==> config.mk <==
export PLATFORM = sky130hd
export DESIGN_NAME = multicycle_adder
export DESIGN_NICKNAME = d
export VERILOG_FILES = /design/src/rtl/adder_pkg.sv /design/src/rtl/slice_adder.sv /design/src/rtl/multicycle_adder.sv
export SDC_FILE = /design/constraint.sdc
export NUM_CORES = 1
export LEC_CHECK = 0
export ABC_AREA = 0
export CAP_MARGIN = 20
export CORE_UTILIZATION = 46
export CTS_CLUSTER_DIAMETER = 200
export CTS_CLUSTER_SIZE = 20
export DETAILED_ROUTE_END_ITERATION = 6
export PLACE_DENSITY = 0.77
export SYNTH_ARGS = -nofsm -noshare
export SYNTH_HDL_FRONTEND = slang
export SYNTH_SLANG_ARGS = --single-unit
==> constraint.sdc <==
create_clock -name clk -period 3.09 [get_ports clk]
set_input_delay 0.927 -clock clk [delete_from_list [all_inputs] [get_ports clk]]
set_output_delay 0.927 -clock clk [all_outputs]
set_load 0.05 [all_outputs]
==> src/rtl/adder_pkg.sv <==
// Shared definitions for the multicycle adder: FSM state encoding and
// the slice-counter width helper.
package adder_pkg;

   typedef enum logic [1:0] {
      ST_IDLE = 2'd0,
      ST_RUN  = 2'd1,
      ST_DONE = 2'd2
   } state_t;

   // A single-slice configuration still needs a one-bit counter.
   function automatic int cnt_width(input int slices);
      return (slices <= 1) ? 1 : $clog2(slices);
   endfunction

endpackage

==> src/rtl/slice_adder.sv <==
// Combinational W-bit adder slice: {co, sum} = a + b + ci.
module slice_adder #(
   parameter int W = 8
) (
   input  logic [W-1:0] a,
   input  logic [W-1:0] b,
   input  logic         ci,
   output logic [W-1:0] sum,
   output logic         co
);

   assign {co, sum} = {1'b0, a} + {1'b0, b} + {{W{1'b0}}, ci};

endmodule

==> src/rtl/multicycle_adder.sv <==
// N-bit adder/subtractor that works on one W-bit slice per clock with
// valid/ready handshakes. Define MULTICYCLE_ADDER_SAT_EN to saturate on overflow.
module multicycle_adder
   import adder_pkg::*;
#(
   parameter int N = 32,
   parameter int W = 8
) (
   input  logic         clk,
   input  logic         reset,
   input  logic         in_valid,
   output logic         in_ready,
   input  logic [N-1:0] a,
   input  logic [N-1:0] b,
   input  logic         ci,
   input  logic         sub,
   output logic         out_valid,
   input  logic         out_ready,
   output logic [N-1:0] sum,
   output logic         co,
   output logic         ovf
);

   localparam int S  = N / W;
   localparam int KW = cnt_width(S);
   localparam logic [KW-1:0] K_LAST = KW'(S - 1);

   state_t        state, state_nxt;
   logic [N-1:0]  a_q, b_q;
   logic          carry_q;
   logic [KW-1:0] k;
   logic [W-1:0]  slice_sum;
   logic          slice_co;
   logic          last;
   logic          accept;
   logic          ovf_raw;

   slice_adder #(.W(W)) u_slice (
      .a   (a_q[k*W +: W]),
      .b   (b_q[k*W +: W]),
      .ci  (carry_q),
      .sum (slice_sum),
      .co  (slice_co)
   );

   assign last    = (k == K_LAST);
   assign accept  = in_valid && in_ready;
   // On the last slice, the slice MSB is the MSB of the full result.
   assign ovf_raw = (a_q[N-1] == b_q[N-1]) && (slice_sum[W-1] != a_q[N-1]);

   always_comb begin
      // NOTE: every output gets a default first so no path leaves a latch.
      state_nxt = state;
      in_ready  = 1'b0;
      out_valid = 1'b0;
      case (state)
         ST_IDLE: begin
            in_ready = !reset;
            if (in_valid && !reset) state_nxt = ST_RUN;
         end
         ST_RUN: begin
            if (last) state_nxt = ST_DONE;
         end
         ST_DONE: begin
            out_valid = 1'b1;
            if (out_ready) state_nxt = ST_IDLE;
         end
         default: state_nxt = ST_IDLE;
      endcase
   end

   always_ff @(posedge clk) begin
      // NOTE: sequential state uses non-blocking assignments only.
      if (reset) state <= ST_IDLE;
      else       state <= state_nxt;
   end

   always_ff @(posedge clk) begin
      if (reset) begin
         a_q     <= '0;
         b_q     <= '0;
         carry_q <= 1'b0;
         k       <= '0;
         sum     <= '0;
         co      <= 1'b0;
         ovf     <= 1'b0;
      end else begin
         case (state)
            ST_IDLE: begin
               if (accept) begin
                  a_q     <= a;
                  b_q     <= sub ? ~b : b;
                  carry_q <= sub ? 1'b1 : ci;
                  k       <= '0;
               end
            end
            ST_RUN: begin
               sum[k*W +: W] <= slice_sum;
               carry_q       <= slice_co;
               if (!last) begin
                  k <= k + 1'b1;
               end else begin
                  co  <= slice_co;
                  ovf <= ovf_raw;
`ifdef MULTICYCLE_ADDER_SAT_EN
                  // Later assignment wins over the slice write above.
                  if (ovf_raw) sum <= {a_q[N-1], {(N-1){~a_q[N-1]}}};
`endif
               end
            end
            default: ;
         endcase
      end
   end

endmodule

==> impl_metrics.py, run 1 <==
metrics = {
    "cells_and_area": {
        "n_antenna_cell": 0,
        "final_cell_mix": "clkdlybuf4s50_1 (102), dfxtp_1 (101), nand2_1 (72)",
        "area_delta_synth_final_pct": 28.40,
        "num-nets-final": 676,
        "regArea_um2": 2064,
        "fillers": 896,
        "multi_input_area_um2": 2634,
        "final_common_cell": "clkdlybuf4s50_1",
        "drive_gt1_share_pct": 10.23,
        "design_area_um2": 6217,
    },
    "placement": {
        "gp_congestion": 0.9745,
        "portBuffers": 105,
        "placed_area_um2": 5997,
        "hpwl_mm": 7.799,
    },
    "synth": {
        "ys_seq_area_share_pct": 42.58,
        "syn-cell-area_um2": 4842,
        "synth-main-ff-cell": "dfxtp_1",
        "ys_ff_latch": 103,
        "ys_top_cells_by_area": "dfxtp_1 (43%), nand3b_1 (9.9%), mux4_2 (7.4%), xnor2_1 (6.3%), nand2_1 (5.7%)",
        "yosys.area.top_type": "dfxtp_1",
        "synth_cells": 500,
        "yosysTopAreaCellShare_pct": 42.58,
        "ys_warn_count": 0,
        "syn_nets": 585,
        "syn_area_per_cell_um2": 9.684,
        "yosysUniqueCellTypes": 42,
        "synth_edf_count": 0,
        "synth-async-reset-ratio_pct": 0,
    },
    "clocking": {
        "cts_buffers": 9,
        "clock-root-buffer": "clkbuf_8",
        "cts.clk_slew.worst_paths_ps": 100,
        "cts_tree": "built",
        "clk_latency_ps": 380,
        "cts.sinks": 103,
        "h-tree-depth": 3,
        "clock_path_buffers": 2,
        "cts_hold_buf": 0,
    },
    "outcome": {
        "violations": "design-rule violations",
        "status": "finished, violations left",
    },
    "detailed_routing": {
        "ant_nets": 0,
        "drt_iter0_drc": 196,
        "routedWlPerCell_um": 15.46,
        "routed_via_density": 5.415,
        "drc": 1,
        "num_vias": 3964,
        "drtPass1Iterations": 7,
        "finalWirelength_mm": 11.32,
    },
    "global_route": {
        "grtUsageTotal_pct": 21.38,
        "grt_pass1_wl_mm": 18.77,
        "grt.overflow.total": 0,
        "grt_max_degree": 104,
        "grt_pass1_vias": 3909,
        "antenna_found_initial": 0,
    },
    "flow_run": {
        "maxCapViolations": 0,
    },
    "timing": {
        "rsz0062_at_grt": "false",
        "slew_violations": 0,
        "tightest_slew_ps": 888.9,
        "fin_crit_sh_pct": 94.52,
        "setup_tns_ps": 0,
        "fin_skew_ps": 13.62,
        "hold_viol": 0,
        "max_freq_ghz": 0.3424,
        "slew_headroom_pct": 40.74,
        "setup_viol": 0,
        "fin_crit_ps": 2921,
    },
    "critical_path": {
        "r2r_slack_ps": 170,
        "worstSetupPathType": "reg2reg",
        "crit_end": "ovf",
        "worstPathArrival_ps": 3210,
        "critPathRequiredTime_ps": 3380,
        "endpoint_kind": "flop",
        "cp_slowest_cell": "mux4_2",
        "rr_endpoint": "ovf",
        "worstSetupStartpoint": "k[0]",
        "path_max_fanout": 12,
        "reg2reg_from": "k[0]",
        "path_cells": "buf_12 > mux4_2 > ha_1 > a211oi_1 > o21a_2 > mux2i_4 > nand3_1 > a311oi_2",
        "crit_path_start_kind": "flop",
        "reg2regPathDepth": 8,
        "cpPeakStageDelay_ps": 570,
    },
    "power_and_ir_drop": {
        "power.leakage_uw": 0.002324,
        "power_density_nw_per_um2": 450.5,
        "ir_worst_vdd_mv": 0.2287,
    },
    "floorplanning": {
        "dieArea_um2": 10940,
        "core_um2": 10280,
        "die_h_um": 104.6,
        "start_util_pct": 47.11,
        "pin_count": 106,
        "chipWidth_um": 104.6,
        "num_rows": 37,
    },
    "min_path": {
        "hp-class": "reg2reg",
    },
}
==> logic make-up (layout without fill, tap and decap cells) <==
| family | after synthesis | in the layout | synth area share, % |
|---|---|---|---|
| mux | 18 | 18 | 8.140 |
| fa+ha+maj | 15 | 15 | 4.186 |
| flops | 103 | 103 | 42.58 |
| compound gates | 91 | 91 | 11.96 |
| xor+xnor | 36 | 36 | 6.512 |
| buf+inv | 38 | 134 | 3.333 |
| simple gates | 199 | 199 | 23.28 |
==> cell type report <==
| cell class | instances | share of cell area, % |
|---|---|---|
| clock inverters | 6 | 0.7245 |
| inverters | 4 | 0.2415 |
| well taps | 136 | 2.737 |
| flip-flops and latches | 103 | 33.21 |
| clock buffers | 10 | 2.053 |
| repair buffers | 114 | 18.68 |
| multi-input cells | 359 | 42.36 |
==> flip-flops by register name (all words and copies together) (netlist names) <==
| register | cells |
|---|---|
| state | 2 |
| ovf | 1 |
| b_q | 32 |
| a_q | 32 |
| co | 1 |
| k | 2 |
| carry_q | 1 |
| sum | 32 |
==> synth_stat cells, types with 3 or more instances <==
master and count:
a21o_1 3, a21oi_1 10, a22oi_1 28, a32oi_1 4, buf_2 12, clkbuf_1 20, dfxtp_1 103, ha_1 13
inv_1 4, mux4_2 16, nand2_1 73, nand2b_1 3, nand3b_1 64, nor2_1 38, nor3_1 3, nor4b_4 3
o21ai_0 37, xnor2_1 35
==> how the worst min path moves through the flow <==
stage / startpoint / to / slack [ps] / cells after the start
2_1_floorplan: a_q[18] / a_q[18] / 450 / 2
3_3_place_gp: a_q[14] / a_q[14] / 460 / 2
3_5_place_dp: a_q[15] / a_q[15] / 460 / 2
4_1_cts: a_q[15] / a_q[15] / 480 / 2
5_1_grt: a_q[15] / a_q[15] / 490 / 2
6_report: a_q[23] / a_q[23] / 480 / 2
==> stage by stage <==
| stage | util, % | power [uW] | setup slack [ps] | hold WS (ps) | instances |
|---|---|---|---|---|---|
| floorplan | - | 1829 | 26.27 | 446.2 | 500 |
| global placement | 58.35 | 2038 | 180.9 | 460.4 | 714 |
| detailed placement | 58.35 | 2054 | 21.92 | 463.2 | 714 |
| CTS | 60.08 | 2804 | 72.13 | 480.4 | 730 |
| global route | 60.49 | 2941 | 30.64 | 490.5 | 732 |
| finish | 60.49 | 2801 | 169.4 | 476.0 | 732 |
==> power breakdown <==
part / leakage, uW / switching (uW) / internal [uW]
logic: 0.00140 / 308 / 283
registers: 0.000842 / 42.3 / 1400
clock network: 0.0000793 / 468 / 297
total: 0.00232 / 819 / 1980
==> per-layer routing <==
| layer | track usage [%] | wire [um] |
|---|---|---|
| met5 | 0 | 0 |
| met4 | 6.841 | 185 |
| met3 | 4.554 | 645 |
| met2 | 35.62 | 5488 |
| met1 | 27.67 | 5000 |
==> worst max-delay path: cells and delay by family, from the launching register on <==
kind / cells / cell delay, ps
AO/OA/AOI/OAI: 3 / 800
adder cells (fa/ha/maj): 1 / 340
buffers and inverters: 1 / 180
flip-flops: 1 / 420
multiplexers: 2 / 930
AND/OR/NAND/NOR: 1 / 160
==> timing repair <==
action	in CTS	in global routing
cloned	0	1
setup endpoints to repair	3	8
buffers inserted	0	1
gates resized for setup	1	4
pin swaps	0	2
No activity file was read; power rests on OpenSTA's default activity.
==> inputs of run 2 (changes only) <==
- HOLD_SLACK_MARGIN: default -> 0.1
==> results of run 2 <==
Same layout as run 1: the final DEF is identical, and so are final timing and power.
